**config.mk**
```make
export PLATFORM = sky130hd
export DESIGN_NAME = ttc_int_ctrl8
export DESIGN_NICKNAME = d
export VERILOG_FILES = /design/src/rtl/ttc_int_pkg8.sv /design/src/rtl/ttc_int_src8.sv /design/src/rtl/ttc_int_ctrl8.sv
export SDC_FILE = /design/constraint.sdc
export NUM_CORES = 1
export LEC_CHECK = 0
export CAP_MARGIN = 20
export CORE_AREA = 10 10 59 108
export DETAILED_ROUTE_END_ITERATION = 8
export DIE_AREA = 0 0 69 118
export PLACE_DENSITY = 0.89
export SKIP_CTS_REPAIR_TIMING = 1
export SLEW_MARGIN = 0
export SYNTH_ARGS = -nofsm -noshare
export SYNTH_HDL_FRONTEND = slang
export SYNTH_SLANG_ARGS = --single-unit
```
**constraint.sdc**
```tcl
create_clock -name pclk8 -period 3.5 [get_ports pclk8]
set_clock_uncertainty 0.1 [all_clocks]
set_input_delay 0.35 -clock pclk8 [delete_from_list [all_inputs] [get_ports pclk8]]
set_output_delay 0.35 -clock pclk8 [all_outputs]
set_load 0.01 [all_outputs]
```
**src/rtl/ttc_int_pkg8.sv**
```systemverilog
// Shared constants for the timer interrupt collector: source count, counter width,
// APB register byte offsets and the fixed-priority source encoder.
package ttc_int_pkg8;
  localparam int NUM_SRC = 3;
  localparam int CNT_W   = 8;

  localparam logic [7:0] OFF_RAW  = 8'h00;
  localparam logic [7:0] OFF_PEND = 8'h04;
  localparam logic [7:0] OFF_IEN  = 8'h08;
  localparam logic [7:0] OFF_STAT = 8'h0C;
  localparam logic [7:0] OFF_CNT  = 8'h10;
  localparam logic [7:0] OFF_ID   = 8'h14;

  // Source 1 (bit 0) has the highest priority; 0 means nothing active.
  function automatic logic [1:0] prio_id(input logic [NUM_SRC-1:0] act);
    prio_id = 2'd0;
    for (int i = NUM_SRC - 1; i >= 0; i--) begin
      if (act[i]) prio_id = 2'(i + 1);
    end
  endfunction
endpackage

```
**src/rtl/ttc_int_src8.sv**
```systemverilog
// One timer interrupt source: rising-edge detect, sticky pending bit and saturating event counter.
// Pending and count update one edge after the input rises; the source never stalls.
module ttc_int_src8
  import ttc_int_pkg8::*;
(
  input  logic             clk,
  input  logic             rst_n,
  input  logic             lvl,
  input  logic             pend_clr,
  input  logic             cnt_clr,
  output logic             pend,
  output logic [CNT_W-1:0] cnt
);
  logic prev;
  logic rise;

  assign rise = lvl & ~prev;

  always_ff @(posedge clk) begin
    if (!rst_n) begin
      prev <= 1'b0;
      pend <= 1'b0;
      cnt  <= '0;
    end else begin
      prev <= lvl;
      // A new edge outranks a same-cycle software clear so no event is lost.
      if (rise)          pend <= 1'b1;
      else if (pend_clr) pend <= 1'b0;

      if (cnt_clr)                   cnt <= rise ? CNT_W'(1) : '0;
      else if (rise && (cnt != '1))  cnt <= cnt + CNT_W'(1);
    end
  end
endmodule

```
**src/rtl/ttc_int_ctrl8.sv**
```systemverilog
// Timer interrupt collector: APB register file, per-source edge capture, masked priority request.
// irq8/irq_id8 are registered one edge after pending/enable state; APB is zero-wait, no backpressure.
module ttc_int_ctrl8
  import ttc_int_pkg8::*;
(
  input  logic        pclk8,
  input  logic        n_p_reset8,
  input  logic        psel8,
  input  logic        penable8,
  input  logic        pwrite8,
  input  logic [7:0]  paddr8,
  input  logic [31:0] pwdata8,
  output logic [31:0] prdata8,
  input  logic [3:1]  ttc_int8,
  output logic        irq8,
  output logic [1:0]  irq_id8
);
  logic                 wr_en;
  logic                 rd_en;
  logic [7:0]           word_addr;
  logic                 cnt_clr;
  logic [NUM_SRC-1:0]   pend_clr;
  logic [NUM_SRC-1:0]   pend;
  logic [NUM_SRC-1:0]   ien;
  logic [NUM_SRC-1:0]   active;
  logic [CNT_W-1:0]     cnt [NUM_SRC];
  logic                 unused_bits;

  assign wr_en     = psel8 & penable8 & pwrite8;
  assign rd_en     = psel8 & penable8 & ~pwrite8;
  assign word_addr = {paddr8[7:2], 2'b00};
  assign cnt_clr   = wr_en && (word_addr == OFF_CNT);
  assign pend_clr  = (wr_en && (word_addr == OFF_PEND)) ? pwdata8[NUM_SRC-1:0] : '0;
  assign active    = pend & ien;
  assign unused_bits = ^{pwdata8[31:NUM_SRC], paddr8[1:0]};

  for (genvar i = 0; i < NUM_SRC; i++) begin : g_src
    ttc_int_src8 u_src (
      .clk      (pclk8),
      .rst_n    (n_p_reset8),
      .lvl      (ttc_int8[i+1]),
      .pend_clr (pend_clr[i]),
      .cnt_clr  (cnt_clr),
      .pend     (pend[i]),
      .cnt      (cnt[i])
    );
  end

  always_ff @(posedge pclk8) begin
    if (!n_p_reset8) begin
      ien     <= '0;
      irq8    <= 1'b0;
      irq_id8 <= 2'd0;
    end else begin
      if (wr_en && (word_addr == OFF_IEN)) ien <= pwdata8[NUM_SRC-1:0];
      irq8    <= |active;
      irq_id8 <= prio_id(active);
    end
  end

  always_comb begin
    prdata8 = 32'd0;
    if (rd_en) begin
      case (word_addr)
        OFF_RAW:  prdata8[NUM_SRC-1:0] = ttc_int8;
        OFF_PEND: prdata8[NUM_SRC-1:0] = pend;
        OFF_IEN:  prdata8[NUM_SRC-1:0] = ien;
        OFF_STAT: prdata8[NUM_SRC-1:0] = active;
        OFF_CNT:  prdata8 = {8'h00, cnt[2], cnt[1], cnt[0]};
        OFF_ID:   prdata8[1:0] = irq_id8;
        default:  prdata8 = 32'd0;
      endcase
    end
  end
endmodule

```
==> results.toml <==
[run_status]
status = "completed"

[clocking]
cts.sinks = 36
cts_tree = "built"
path_clk_slew_ns = 0.07
clk_latency_ns = 0.30
cts_buffer_depth = 2
root_buffer = "clkbuf_8"
htreeDepth = 2
numCtsBuffers = 5

[route]
drt-vias-per-instance = 5.457
drt_iter0_markers = 38
vias = 1850
drtAntennaViolNets = 0
wire_per_inst_um = 14.66
remaining_drc_errors = 0
routed_wl_mm = 4.970
first_pass_iters = 4

[timing]
relSlewSlack = 0.5303
period_share = 0.8591
finalCriticalPeriod_ns = 3.007
rsz0062_at_grt = "false"
finalSetupTns_ns = 0
finalHoldViolCount = 0
setup_ws_ns = 0.4931
clock.fmax_ghz = 0.3326
tightestPinTransition_ns = 0.7028
slew_viol_final = 0
setup_viol = 0
holdWs_ns = 0.4059

[synth]
yosysTopAreaCellShare = 0.3542
yosys_register_bits = 36
yosysMostFrequentCell = "dfxtp_1"
synthTopCellsByArea = "dfxtp_1, and2_1, mux2i_1"
syn_avg_cell_area_um2 = 8.442
synth_top_flop_cell = "dfxtp_1"
yosysTopAreaCell = "dfxtp_1"
synth_cell_types = 42
synth_cells = 241
synth_edf_count = 0
ys_top_cells_by_count = "dfxtp_1, and2_1, nor2_1"
syn-cell-area_um2 = 2034
ys_seq_area_frac = 0.3542
ys.warnings.count = 0
ys_async_sr_fraction = 0

[final_layout]
fin_area_um2 = 2564
finish.net_count = 334
seq_area_um2 = 720.7
antenna_cells = 0
n_fill_cell = 428
post-route-util = 0.5523
drive_gt1_frac = 0.05282
multi_input_area_um2 = 1202
syn_to_final_growth_pct = 26.01

[worst_setup_path]
crit_fanout = 21
crit_path_start_kind = "input pin"
crit_arrival_ns = 2.56
critPathKind = "in2out"
critPathLaunch = "paddr8[5]"
cp-end-kind = "output port"
r2r_start = "g_src[0].u_src.cnt[0]"
crit_required_ns = 3.05

[place]
gp_congestion = 0.8386
port_buffers = 43
place_ws_ns = 0.4518
placedInstanceArea_um2 = 2456
hpwlAfterDp_mm = 3.879

[floorplan]
rows = 35
die_area_um2 = 8142
die_width_um = 69
die_y_um = 118
floorplan.core_area_um2 = 4642
pin_count = 83
initial_core_util = 0.4383

[grt]
grt_pass1_vias = 1905
grt_overflow = 0
grt_usage = 0.1182
antenna_found_initial = 0
grt_pass1_wl_mm = 8.197
grt_max_degree = 22

[min_path]
min-delay-start = "g_src[0].u_src.cnt[5]"
hp-class = "reg2reg"

[run]
maxCapViolCount = 0

[pwr]
leakagePower_nw = 0.9600
ir_drop_mv = 0.2655
power_density_nw_per_um2 = 341.7
[critical path: stages]
cell and delay, ns:
clkdlybuf4s50_1 0.44, nor4b_4 0.46, nand3b_2 0.21, nor2b_4 0.36, and2_1 0.19, clkdlybuf4s50_1 0.55
[placed cells by master (no fill, tap or decap), types with 2 or more instances in the layout]
cell type | netlist | final
a211oi_1 | 3 | 3
a21oi_1 | 15 | 15
a31oi_1 | 2 | 2
and2_1 | 27 | 27
and2b_1 | 2 | 2
and3_1 | 5 | 5
and4_1 | 3 | 3
clkbuf_8 | 0 | 5
clkdlybuf4s50_1 | 0 | 43
conb_1 | 1 | 8
dfxtp_1 | 36 | 36
ha_1 | 3 | 3
inv_1 | 7 | 7
mux2i_1 | 8 | 8
mux4_2 | 2 | 2
nand2_1 | 11 | 11
nand2b_1 | 7 | 7
nand3_1 | 11 | 11
nand4_1 | 8 | 8
nor2_1 | 19 | 19
nor2b_1 | 3 | 3
nor3_1 | 9 | 9
nor3b_1 | 2 | 2
o2111ai_1 | 3 | 3
o211ai_1 | 5 | 5
o21ai_0 | 10 | 10
or3_1 | 7 | 7
xor2_1 | 4 | 4
[power by group]
part           internal (mW)  leakage (nW)  switching [mW]
logic                 0.0383         0.612          0.0416
clock network          0.211        0.0552           0.154
registers              0.420         0.293          0.0110
[path summary, 6_finish.rpt]
check / to / slack (ns) / cells past startpoint
setup / recovery: prdata8[23] / 0.49 / 6
hold / removal: g_src[0].u_src.cnt[5] / 0.41 / 2
setup reg to reg: g_src[0].u_src.cnt[1] / 1.71 / 5
hold reg to reg: g_src[0].u_src.cnt[5] / 0.41 / 2
[layer usage]
layer,global-route usage,share of wire
met1,0.1081,0.37
met2,0.2100,0.52
met3,0.03376,0.059
met4,0.09114,0.047
met5,0,0
[cells by family after synthesis]
kind of cell               share of synthesized area
AOI/OAI and AO/OA                             0.1292
xor gates and xnor gates                     0.01722
adders and majority gates                    0.01845
buffers and inverters                        0.06765
DFF                                           0.3542
muxes                                        0.06150
other                                       0.001843
and+or+nand+nor                               0.3499
[layout make-up]
class	instances	share of cell area
Tap cell	55	0.02684
Clock inverter	2	0.01367
Clock buffer	6	0.02831
Multi-Input combinational cell	189	0.4690
Timing Repair Buffer	44	0.1708
Sequential cell	36	0.2811
Inverter	7	0.01025
[registers in the layout, summed over array words and instances, names as in the netlist]
register and flops:
irq_id8 2, g_src.u_src.prev 3, ien 3, irq8 1, g_src.u_src.pend 3, g_src.u_src.cnt 24
[stage by stage]
stage | std cells | total power, mW
6_report | 339 | 0.8761
5_1_grt | 339 | 0.9091
4_1_cts | 339 | 0.8787
3_5_place_dp | 331 | 0.5195
3_3_place_gp | 331 | 0.5156
2_1_floorplan | 248 | 0.4920
(Power assumes the default switching activity.)
==> RTL edit 1: new RTL, config.mk and constraints unchanged <==
Remove the register `irq8`: a continuous assignment takes its place, so the output `irq8` follows one clock earlier. Comments in the files are not updated.
--- a/src/rtl/ttc_int_ctrl8.sv
+++ b/src/rtl/ttc_int_ctrl8.sv
@@ -49,14 +49,14 @@
   always_ff @(posedge pclk8) begin
     if (!n_p_reset8) begin
       ien     <= '0;
-      irq8    <= 1'b0;
       irq_id8 <= 2'd0;
     end else begin
       if (wr_en && (word_addr == OFF_IEN)) ien <= pwdata8[NUM_SRC-1:0];
-      irq8    <= |active;
       irq_id8 <= prio_id(active);
     end
   end
+
+  assign irq8 = |active;
 
   always_comb begin
     prdata8 = 32'd0;
Behaviour: not the same (a bounded check fails within 4 cycles, from zero or initial values and one cycle with n_p_reset8 low).
==> RTL edit 1 against the unedited design <==
Via count increased by 3.8%. Routed wire length rose by 2.2%. Fmax increased by 0.57%. Synthesized cell count decreased by 2.5%. Cell area down 0.68%. Global-route usage is 0.33 points higher. Count of clock-buffer cells in the layout did not move. Total power down 10%. Setup slack improved by 17 ps. Synthesized area shrank 0.18%. Sequential cell count is 1 lower.
==> RTL edit 1: results (changes against the unedited design) <==
[status]
status=completed  ; unchanged

[pwr]
irDropWorstVdd_uv=261  ; was 266 uV
cellLeakagePower_nw=0.909  ; was 0.960 nW

[synth]
synthArstFlopShare_pct=0  ; unchanged
ys.warnings.count=0  ; unchanged
yosys-top-cells-count=35 x dfxtp_1, 25 x and2_1, 15 x a21oi_1, 15 x nor2_1  ; was 36 x dfxtp_1, 27 x and2_1, 19 x nor2_1
ys_seq_area_share_pct=34.5  ; was 35.4%
yosysUniqueCellTypes=55  ; was 42
yosys-top-cells-area=dfxtp_1 35%, and2_1 7.7%, mux2i_1 3.9%, a21oi_1 3.7%, buf_4 3.3%  ; was dfxtp_1 35%, and2_1 8.3%, mux2i_1 3.9%, a21oi_1 3.7%, nor2_1 3.5%

[clock_network]
ctsRootBufferMaster=clkbuf_8  ; unchanged
clock_path_buffers=2  ; unchanged
clk_latency_ps=300  ; about the same
clk_pin_slew_ps=70  ; about the same
cts_buffers=5  ; unchanged
htreeDepth=2  ; unchanged

[placed_design]
gp_congestion=0.862  ; was 0.839
place.port_buffers=43  ; unchanged
hpwl_um=3940  ; was 3880 um
place_area_um2=2460  ; about the same

[finish]
largest_register=g_src.u_src.cnt  ; unchanged
largest_reg_flops=24  ; unchanged
drive_gt1_share_pct=6.45  ; was 5.28%
n_antenna_cell=0  ; unchanged
num-nets-final=329  ; was 334

[route]
wl_per_cell_um=15.2  ; was 14.7 um
dr_total_vias=1920  ; was 1850
dr.first_iter.drc_count=60  ; was 38
first_pass_iters=4  ; unchanged

[worst_setup_path]
crit_arrival_ps=2540  ; was 2560 ps
cp_slowest_cell=clkdlybuf4s50_1  ; unchanged
critPathMaxStageDelay_ps=600  ; was 550 ps
critPathMaxFanout=20  ; was 21

[grt]
grt_start_max_net_pins=22  ; unchanged
track_usage_pct=12.2  ; was 11.8%
antenna_found_initial=0  ; unchanged
grt_pass1_wl_um=8470  ; was 8200 um

[hold_path]
hold_path_class=flop to flop  ; unchanged

RTL edit 1: per-stage QoR:
stage,utilization [%],instances,setup slack [ps]
after detailed placement,53.0,326,502
after floorplan,-,242,1670
after global routing,54.9,334,308
final,54.9,334,510
after global placement,53.0,326,551
after CTS,54.9,334,494
RTL edit 1: report_power, final:
part           internal [mW]  switching [mW]
Sequential             0.408         0.00917
Clock                  0.139           0.152
Combinational         0.0378          0.0400
RTL edit 1: cells by family after synthesis:
kind of cell	count (synthesis)	synth area share (%)
and+or+nand+nor	106	32.2
AOI/OAI and AO/OA	54	18.5
DFF	35	34.5
buffers and inverters	23	6.53
muxes	9	4.50
xor gates and xnor gates	4	1.73
adders and majority gates	3	1.85
other	1	0.185
RTL edit 1: per-layer routing:
layer / GRT usage (%) / wire length [um]
met1: 11.3 / 1910
met2: 21.8 / 2720
met3: 4.81 / 317
met4: 6.46 / 129
met5: 0 / 0
RTL edit 1: area by class of cell:
cell class	instances	area, um^2
Clock inverter	2	12.5
Fill cell	439	2100
Tap cell	55	68.8
Inverter	8	30.0
Sequential cell	35	701
Clock buffer	6	72.6
Multi-Input combinational cell	184	1220
Timing Repair Buffer	44	438
RTL edit 1: worst max-delay path, delay by kind of cell:
kind / cells / cell delay [ps]
buf+inv: 4 / 1460
simple gates: 3 / 720
RTL edit 1: path summary, 6_finish.rpt:
check	to	startpoint	cells past startpoint	slack (ps)
setup reg to reg	g_src[2].u_src.cnt[0]$_SDFFE_PN0P_	g_src[2].u_src.cnt[0]$_SDFFE_PN0P_	5	1750
setup / recovery	prdata8[18]	paddr8[2]	7	510
hold reg to reg	irq_id8[1]$_SDFF_PP0_	g_src[2].u_src.pend$_SDFFE_PN0P_	2	410
hold / removal	irq_id8[1]$_SDFF_PP0_	g_src[2].u_src.pend$_SDFFE_PN0P_	2	410
==> RTL edit 2: new RTL, same settings <==
Without the edit above. Add an input register stage for `psel8`, `penable8`, `pwrite8`, `paddr8`, `pwdata8` and `ttc_int8`, cleared by the reset; this delays them by one clock.
--- a/src/rtl/ttc_int_ctrl8.sv
+++ b/src/rtl/ttc_int_ctrl8.sv
@@ -15,6 +15,32 @@
   output logic        irq8,
   output logic [1:0]  irq_id8
 );
+
+  logic psel8_q;
+  logic penable8_q;
+  logic pwrite8_q;
+  logic [7:0] paddr8_q;
+  logic [31:0] pwdata8_q;
+  logic [3:1] ttc_int8_q;
+
+  always_ff @(posedge pclk8) begin
+    if (!n_p_reset8) begin
+      psel8_q    <= '0;
+      penable8_q <= '0;
+      pwrite8_q  <= '0;
+      paddr8_q   <= '0;
+      pwdata8_q  <= '0;
+      ttc_int8_q <= '0;
+    end else begin
+      psel8_q    <= psel8;
+      penable8_q <= penable8;
+      pwrite8_q  <= pwrite8;
+      paddr8_q   <= paddr8;
+      pwdata8_q  <= pwdata8;
+      ttc_int8_q <= ttc_int8;
+    end
+  end
+
   logic                 wr_en;
   logic                 rd_en;
   logic [7:0]           word_addr;
@@ -26,19 +52,19 @@
   logic [CNT_W-1:0]     cnt [NUM_SRC];
   logic                 unused_bits;
 
-  assign wr_en     = psel8 & penable8 & pwrite8;
-  assign rd_en     = psel8 & penable8 & ~pwrite8;
-  assign word_addr = {paddr8[7:2], 2'b00};
+  assign wr_en     = psel8_q & penable8_q & pwrite8_q;
+  assign rd_en     = psel8_q & penable8_q & ~pwrite8_q;
+  assign word_addr = {paddr8_q[7:2], 2'b00};
   assign cnt_clr   = wr_en && (word_addr == OFF_CNT);
-  assign pend_clr  = (wr_en && (word_addr == OFF_PEND)) ? pwdata8[NUM_SRC-1:0] : '0;
+  assign pend_clr  = (wr_en && (word_addr == OFF_PEND)) ? pwdata8_q[NUM_SRC-1:0] : '0;
   assign active    = pend & ien;
-  assign unused_bits = ^{pwdata8[31:NUM_SRC], paddr8[1:0]};
+  assign unused_bits = ^{pwdata8_q[31:NUM_SRC], paddr8_q[1:0]};
 
   for (genvar i = 0; i < NUM_SRC; i++) begin : g_src
     ttc_int_src8 u_src (
       .clk      (pclk8),
       .rst_n    (n_p_reset8),
-      .lvl      (ttc_int8[i+1]),
+      .lvl      (ttc_int8_q[i+1]),
       .pend_clr (pend_clr[i]),
       .cnt_clr  (cnt_clr),
       .pend     (pend[i]),
@@ -52,7 +78,7 @@
       irq8    <= 1'b0;
       irq_id8 <= 2'd0;
     end else begin
-      if (wr_en && (word_addr == OFF_IEN)) ien <= pwdata8[NUM_SRC-1:0];
+      if (wr_en && (word_addr == OFF_IEN)) ien <= pwdata8_q[NUM_SRC-1:0];
       irq8    <= |active;
       irq_id8 <= prio_id(active);
     end
@@ -62,7 +88,7 @@
     prdata8 = 32'd0;
     if (rd_en) begin
       case (word_addr)
-        OFF_RAW:  prdata8[NUM_SRC-1:0] = ttc_int8;
+        OFF_RAW:  prdata8[NUM_SRC-1:0] = ttc_int8_q;
         OFF_PEND: prdata8[NUM_SRC-1:0] = pend;
         OFF_IEN:  prdata8[NUM_SRC-1:0] = ien;
         OFF_STAT: prdata8[NUM_SRC-1:0] = active;
Formal check against the unedited RTL: not equivalent (Yosys sat finds a counterexample within 4 cycles, from zero or initial values and one cycle with n_p_reset8 low).
==> RTL edit 2 against the unedited design <==
Setup slack improved by 340 ps. Combinational power decreased by 2%. Critical endpoint is now prdata8[1]. Largest cell class unchanged. Core utilization increased by 8.8 points. Global-route usage increased by 1.6 points. Fmax increased by 13%. Routed wire length increased by 11%. Total power increased by 20%. Sequential cell count increased by 15. Synthesized area increased by 21%. Cell count increased by 10%. Clock power decreased by 1%. Cell area increased by 16%.
==> RTL edit 2: results (changes against the unedited design) <==
[grt]
met2_usage_pct=25.1  ; was 21.0%
grt_use_met3_pct=3.46  ; was 3.38%
use_met1_pct=12.6  ; was 10.8%
grt_start_max_net_pins=33  ; was 22
grt_pass1_wl_um=9470  ; was 8200 um
grt_pass1_vias=2113  ; was 1905

[worst_setup_path]
crit_arrival_ps=2210  ; was 2560 ps
critPathMaxFanout=9  ; was 21
critPathMaxStageDelay_ps=590  ; was 550 ps

[status]
status=completed  ; unchanged

[route]
drt-met1-wl_um=1990  ; was 1860 um
vias_per_cell=5.78  ; was 5.46
met3_length_um=268  ; was 292 um

[finish]
drive_gt1_share_pct=4.08  ; was 5.28%
finalNonFillerCells=374  ; was 339

[clock_network]
clk_pin_slew_ps=90  ; was 70 ps

[synth]
ys_seq_area_share_pct=41.6  ; was 35.4%
yosysUniqueCellTypes=49  ; was 42
syn_inst=277  ; was 241
yosys-top-cells-area=dfxtp_1 42%, and2_1 9.9%, nor2_1 3.2%, o21ai_0 3.1%, a21oi_1 2.4%  ; was dfxtp_1 35%, and2_1 8.3%, mux2i_1 3.9%, a21oi_1 3.7%, nor2_1 3.5%

[placed_design]
place_ws_ps=1190  ; was 452 ps
gp_congestion=0.924  ; was 0.839
place_area_um2=2870  ; was 2460 um^2

[pwr]
irDropWorstVdd_uv=315  ; was 266 uV
cellLeakagePower_nw=1.09  ; was 0.960 nW

==> RTL edit 2: path summary, 6_finish.rpt <==
check,from,to,slack [ps],cells after the start
worst min-delay path,pwdata8_q[2]$_SDFF_PN0_,g_src[2].u_src.pend$_SDFFE_PN0P_,360,1
worst max register to register,paddr8_q[4]$_SDFF_PN0_,g_src[1].u_src.cnt[3]$_SDFFE_PN0P_,1680,4
worst max-delay path,paddr8_q[2]$_SDFF_PN0_,prdata8[1],840,4
worst min register to register,pwdata8_q[2]$_SDFF_PN0_,g_src[2].u_src.pend$_SDFFE_PN0P_,360,1
==> RTL edit 2: area by class of cell <==
cell class	count	area, um^2
inverter	4	15.0
tap	55	68.8
timing repair buffer	45	445
fill	405	1670
clock buffer	8	100
multi-input combinational	211	1320
sequential	51	1020
==> RTL edit 2: logic make-up after synthesis <==
| logic type | Yosys count | share of synthesized area [%] |
|---|---|---|
| compound gates | 61 | 16.3 |
| xor+xnor | 3 | 1.07 |
| fa+ha+maj | 3 | 1.53 |
| buf+inv | 22 | 5.61 |
| flops | 51 | 41.6 |
| mux | 5 | 2.04 |
| other cells | 1 | 0.153 |
| simple gates | 131 | 31.7 |
==> RTL edit 2: report_power, final <==
part | internal (mW) | switching, mW | leakage (nW)
Sequential | 0.597 | 0.0183 | 0.417
Clock | 0.181 | 0.181 | 0.0515
Combinational | 0.0406 | 0.0375 | 0.626
==> RTL edit 2: worst max-delay path, delay by kind of cell, from the launching register on <==
| kind | cells | cell delay (ps) |
|---|---|---|
| buffers and inverters | 1 | 590 |
| AND/OR/NAND/NOR | 2 | 610 |
| AO/OA/AOI/OAI | 1 | 170 |
| flip-flops | 1 | 540 |
